### config.mk
export PLATFORM = sky130hd
export DESIGN_NAME = mos6502_alu
export DESIGN_NICKNAME = d
export VERILOG_FILES = /design/src/rtl/mos6502_alu.sv
export SDC_FILE = /design/constraint.sdc
export NUM_CORES = 1
export LEC_CHECK = 0
export ABC_CLOCK_PERIOD_IN_PS = 960
export CAP_MARGIN = 0
export CORE_ASPECT_RATIO = 0.9
export CORE_MARGIN = 1.5
export CORE_UTILIZATION = 52
export DETAILED_ROUTE_END_ITERATION = 8
export HOLD_SLACK_MARGIN = 0.12
export PLACE_DENSITY = 0.95
export SETUP_SLACK_MARGIN = 0.05
export SYNTH_ARGS = -nofsm -noshare
export SYNTH_HDL_FRONTEND = slang
export SYNTH_SLANG_ARGS = --single-unit
### constraint.sdc
create_clock -name clk -period 0.96 [get_ports clk]
set_input_delay 0.096 -clock clk [delete_from_list [all_inputs] [get_ports clk]]
set_output_delay 0.096 -clock clk [all_outputs]
set_load 0.03 [all_outputs]
### src/rtl/mos6502_alu.sv
// mos6502_alu: registered 8-bit ALU (ADC, ROR, AND, OR, EOR) with C/V/Z/N flags.
module mos6502_alu (
  input  logic       clk,
  input  logic       rst,
  input  logic [2:0] alu_control,
  input  logic [7:0] alu_AI,
  input  logic [7:0] alu_BI,
  input  logic       alu_carry_in,
  output logic [7:0] alu_Y,
  output logic       alu_carry_out,
  output logic       alu_overflow,
  output logic       alu_zero,
  output logic       alu_negative
);
  localparam logic [2:0] OP_ADD = 3'b000;
  localparam logic [2:0] OP_AND = 3'b001;
  localparam logic [2:0] OP_OR  = 3'b010;
  localparam logic [2:0] OP_XOR = 3'b011;
  localparam logic [2:0] OP_SR  = 3'b100;
  logic [8:0] sum;
  logic [7:0] y_d, y_q;
  logic       c_d, c_q, v_d, v_q, z_q, n_q;
  always_comb begin
    sum = {1'b0, alu_AI} + {1'b0, alu_BI} + {8'b0, alu_carry_in};
    y_d = 8'h00;
    c_d = 1'b0;
    v_d = 1'b0;
    case (alu_control)
      OP_ADD: begin
        y_d = sum[7:0];
        c_d = sum[8];
        v_d = (alu_AI[7] == alu_BI[7]) && (sum[7] != alu_AI[7]);
      end
      OP_AND: y_d = alu_AI & alu_BI;
      OP_OR:  y_d = alu_AI | alu_BI;
      OP_XOR: y_d = alu_AI ^ alu_BI;
      OP_SR: begin
        y_d = {alu_carry_in, alu_AI[7:1]};
        c_d = alu_AI[0];
      end
      default: y_d = 8'h00;
    endcase
  end
  always_ff @(posedge clk or posedge rst) begin
    if (rst) begin
      y_q <= 8'h00;
      c_q <= 1'b0;
      v_q <= 1'b0;
      z_q <= 1'b1;
      n_q <= 1'b0;
    end else begin
      y_q <= y_d;
      c_q <= c_d;
      v_q <= v_d;
      z_q <= (y_d == 8'h00);
      n_q <= y_d[7];
    end
  end
  assign alu_Y         = y_q;
  assign alu_carry_out = c_q;
  assign alu_overflow  = v_q;
  assign alu_zero      = z_q;
  assign alu_negative  = n_q;
endmodule

==> out/results.ini, run 1 <==
[synth]
synth_enable_flop_cells=0
synth.mux.area_fraction_pct=2.63
synth_compound_gate_area_share_pct=23.4
yosysUniqueCellTypes=43
syn_nets=190
post_synth_and_or_nand_nor_area_fraction_pct=16.6
synth-seq-cells=11
synth_fa_ha_area_share_pct=19.4
netlist_instances=150
synth_area_per_cell_um2=8.26
number_of_synthesis_warnings=0
yosys.area.top_type_share_pct=20.2
synth-xor-area-share_pct=4.24
synth_area_leaders=sky130_fd_sc_hd__dfrtp_1 (20%), sky130_fd_sc_hd__ha_1 (16%), sky130_fd_sc_hd__inv_1 (6.7%)
synth_top_cell_by_area=sky130_fd_sc_hd__dfrtp_1
combinational_family_with_the_most_area_after_synthesis=compound AO/OA/AOI/OAI gates
seq_area_frac_synth_pct=22.3
synthesis.area_um2=1240
synth-async-reset-ratio_pct=100
dominantRegCellSynth=sky130_fd_sc_hd__dfrtp_1

[placement]
placement.setup.worst_slack_ps=-1690
place.gp.congestion=0.902
portBuffers=33
dp_hpwl_mm=3.23
dpl_cell_area_um2=1840

[die]
floorplan.io_pins=34
floorplan.rows=16
floorplan.die.height_um=49.3
start_util_pct=55.7
die_w_um=54.4

[status]
last-stage-reached=global routing (5_1_grt)
tool.error=[ERROR DPL-0038] Utilization greater than 100%, impossible to legalize
status=stopped before the end

[cts]
h-tree-depth=1
clock_root_cell=sky130_fd_sc_hd__clkbuf_4
deepest_clock_path_buffer_count=2
cts_sinks=11
cts_buffers=3

[global_route]
largest_net_degree_at_the_start_of_global_routing=18

[timing]
crit_endpoint=alu_zero$_DFF_PP1_/D
timing.worst_endpoint.kind=sequential cell input

## logic make-up after synthesis
kind of cell,count (synthesis)
buffers and inverters,30
flip-flops,11
multiplexers,3
XOR/XNOR,6
AND/OR/NAND/NOR,38
AO/OA/AOI/OAI,44
adder cells (fa/ha/maj),18
## what timing repair did
action,4_1_cts
setup buffers,8
endpoints found under the hold margin,10
pin swaps,16
endpoints found under the setup margin,14
gates resized for setup,47
## cells in the mapped netlist, types with 2 or more instances
cell type	n
sky130_fd_sc_hd__inv_1	22
sky130_fd_sc_hd__ha_1	16
sky130_fd_sc_hd__nor2_1	15
sky130_fd_sc_hd__a21oi_1	12
sky130_fd_sc_hd__dfrtp_1	10
sky130_fd_sc_hd__o21ai_0	9
sky130_fd_sc_hd__a22oi_1	5
sky130_fd_sc_hd__nand2_1	5
sky130_fd_sc_hd__nand2b_1	4
sky130_fd_sc_hd__buf_6	3
sky130_fd_sc_hd__nor3_1	3
sky130_fd_sc_hd__o22ai_1	3
sky130_fd_sc_hd__xnor2_1	3
sky130_fd_sc_hd__xor2_1	3
sky130_fd_sc_hd__a211o_1	2
sky130_fd_sc_hd__a21o_1	2
sky130_fd_sc_hd__buf_2	2
sky130_fd_sc_hd__clkbuf_1	2
sky130_fd_sc_hd__fa_1	2
sky130_fd_sc_hd__nand3_1	2
sky130_fd_sc_hd__o21a_1	2
sky130_fd_sc_hd__o221ai_1	2
## metrics by stage
| stage | util (%) | cells | TNS, ps | hold slack [ps] |
|---|---|---|---|---|
| 2_1_floorplan | - | 150 | -5080 | -52.3 |
| 3_3_place_gp | 83.0 | 240 | -12230 | 396 |
| 3_5_place_dp | 83.0 | 240 | -13400 | 404 |
| 4_1_cts | 92.2 | 252 | -7290 | 114 |
==> run 2: changes to the inputs <==
==> config.mk (replaced) <==
export PLATFORM = sky130hd
export DESIGN_NAME = mos6502_alu
export DESIGN_NICKNAME = d
export VERILOG_FILES = /design/src/rtl/mos6502_alu.sv
export SDC_FILE = /design/constraint.sdc
export NUM_CORES = 1
export LEC_CHECK = 0
export ABC_CLOCK_PERIOD_IN_PS = 960
export CAP_MARGIN = 0
export CORE_AREA = 2 2 63 65
export DETAILED_ROUTE_END_ITERATION = 8
export DIE_AREA = 0 0 65 67
export PLACE_DENSITY_LB_ADDON = 0.15
export SYNTH_ARGS = -nofsm -noshare
export SYNTH_HDL_FRONTEND = slang
export SYNTH_SLANG_ARGS = --single-unit
==> out/results.ini, run 2 <==
[critical_path]
end_kind=register
arrival_ps=2140
worst-path-stages=9
cp_num_buf_inv=2
worst_path_max_delay_cell=sky130_fd_sc_hd__or4_4
timing.critical_path.slowest_cell_delay_ps=550
critical_path_destination=alu_zero
crit_path_start=alu_carry_in
cp-start-kind=primary input
worst_setup_path_class=primary input to register
critical_path_required_ps=1110
worst-path-max-fanout=2
critical_path_s_top_delay_family=simple AND/OR/NAND/NOR gates
cp_cell_sequence=buf_8 -> fa_2 -> buf_6 -> a211oi_4 -> nor2_1 -> xor2_1 -> a211o_1 -> or4_4 -> nor4_4

[pwr]
power_density_nw_per_um2=987
peakVddDrop_uv=312
power.static_leakage_nw=1.11
report.power.total_mw=2.24

[global_route]
grt_pass1_vias=1307
grt_pass1_wl_mm=6.11
global_route.usage.total_pct=18.3
grt_antenna_before_repair=0
largest_net_degree_at_the_start_of_global_routing=18
global_route.overflow_total=0

[finish]
layout-area-overhead-vs-synth_pct=82.9
stdcell_count=284
leading_cell_type_in_the_layout_fill_and_taps_excluded=sky130_fd_sc_hd__buf_4
layout.nets=277
largest_register_ff_count=7
most_frequent_cells_in_the_layout=sky130_fd_sc_hd__buf_4 (62), sky130_fd_sc_hd__inv_1 (17), sky130_fd_sc_hd__nor2_1 (13), sky130_fd_sc_hd__dfrtp_1 (10), sky130_fd_sc_hd__clkdlybuf4s50_1 (9)
final_layout_size_suffix_gt1_share_pct=52.1
diodes=0

[die]
die_w_um=65  ; +19%
floorplan.io_pins=34  ; unchanged
core_area_um2=3610
floorplan.rows=22  ; +6
start_util_pct=34.4  ; -21 points
fp.dieArea_um2=4360
floorplan.die.height_um=67  ; +36%

[synth]
yosysUniqueCellTypes=43  ; unchanged
synth_enable_flop_cells=0  ; unchanged
synth-async-reset-ratio_pct=100  ; unchanged
seq_area_frac_synth_pct=22.3  ; unchanged
synth.most_common_cell=sky130_fd_sc_hd__inv_1
synthesis.area_um2=1240  ; unchanged
syn_nets=190  ; unchanged
netlist_instances=150  ; unchanged
synth_top_cell_by_area=sky130_fd_sc_hd__dfrtp_1
number_of_synthesis_warnings=0  ; unchanged
synth-seq-cells=11  ; unchanged
yosys.area.top_type_share_pct=20.2  ; unchanged
synth_area_leaders=sky130_fd_sc_hd__dfrtp_1 (20%), sky130_fd_sc_hd__ha_1 (16%), sky130_fd_sc_hd__inv_1 (6.7%)
dominantRegCellSynth=sky130_fd_sc_hd__dfrtp_1
synth_area_per_cell_um2=8.26  ; unchanged
ys_top_cells_by_count=sky130_fd_sc_hd__inv_1 (22), sky130_fd_sc_hd__ha_1 (16), sky130_fd_sc_hd__nor2_1 (15)

[drt]
drt_iter0_markers=43
routed-via-count=1419
drt.antenna.violating_nets=0
drt_pass_1_iters=4
routed_wl_mm=3.97
avgViaCountPerCell=5.00
drc=0
routedWlPerCell_um=14.0

[cts]
postCtsHoldBufs=0
clock_tree_from_tritoncts=done
clock_root_cell=sky130_fd_sc_hd__clkbuf_8
cts_sinks=11  ; unchanged
clk_pin_slew_worst_paths_ps=50
h-tree-depth=1  ; unchanged
deepest_clock_path_buffer_count=2  ; unchanged
cts_buffers=3  ; unchanged

[timing]
finalSetupViolations=11
fmax_mhz=504
fin_hold_ws_ps=141
setup_ws_ps=-1030
max-slew-margin-rel_pct=52.6
worstMarginPinSlew_ps=705
hold_violation_count_in_the_final_report=0
final-max-slew-violation-count=0
timing.final.crit_period_ps=1990
min_period_over_period_pct=207
rsz0062_at_grt=true

[placement]
portBuffers=33  ; unchanged
place.gp.congestion=0.793  ; -12%
dpl.cell_count=263  ; +9.6%
dp_hpwl_mm=2.79  ; -14%

[status]
status=finished, violations left
violations=setup timing

[worst_hold_path]
min-delay-path-class=primary input to asynchronous set/reset pin

[flow_run]
maxCapViolCount=0

## run 2: cell counts after synthesis
No cell type changed its count.
## run 2: final cells by class
cell class                 instances  area [um^2]
multi-input combinational        109         1040
clock buffer                       4         45.0
tap                               48         60.1
sequential                        11          277
fill                             292         1340
inverter                          22         82.6
timing repair buffer              90          758
## run 2: timing repair
action,4_1_cts,5_1_grt
endpoints found under the setup margin,12,12
buffers inserted,5,13
resized for setup,56,26
pin swaps,13,17
## run 2: cells by family (layout without fill, tap and decap cells)
logic type / count (synthesis) / after routing / share of synthesized area, %
DFF: 11 / 11 / 22.3
adders and majority gates: 18 / 18 / 19.4
and+or+nand+nor: 38 / 38 / 16.6
buffers and inverters: 30 / 116 / 11.4
AOI/OAI and AO/OA: 44 / 44 / 23.4
muxes: 3 / 3 / 2.63
xor gates and xnor gates: 6 / 6 / 4.24
## run 2: per-layer routing
| layer | vias to the layer above | wire (um) | track usage (%) |
|---|---|---|---|
| met5 | - | 0 | 0 |
| met4 | 0 | 144 | 9.04 |
| met3 | 13 | 174 | 2.03 |
| met2 | 42 | 2050 | 32.7 |
| met1 | 674 | 1600 | 21.7 |
| li1 | 690 | - | - |
## run 2: stage by stage
stage	area, um^2	setup TNS, ps	util (%)	worst slack (ps)
final	2270	-7060	62.8	-1030
after global routing	2270	-7670	62.8	-1110
after CTS	2120	-6520	58.8	-1160
after detailed placement	1900	-12880	52.6	-1670
after global placement	1900	-12590	52.6	-1640
after floorplan	1280	-5080	-	-1060
## run 2: how the worst min path moves through the flow
stage | startpoint | endpoint | slack, ps
floorplan | rst | alu_Y[0] | -50
global placement | rst | alu_Y[0] | 400
detailed placement | rst | alu_Y[0] | 410
CTS | rst | alu_Y[0] | 150
global route | rst | alu_Y[0] | 200
finish | rst | alu_Y[3] | 140
## run 2: power breakdown
group | switching [mW] | internal (mW) | total, mW
combinational | 0.598 | 0.651 | 1.25
clock | 0.168 | 0.291 | 0.459
sequential | 0.0146 | 0.513 | 0.527
Power figures use the tool's default switching activity.
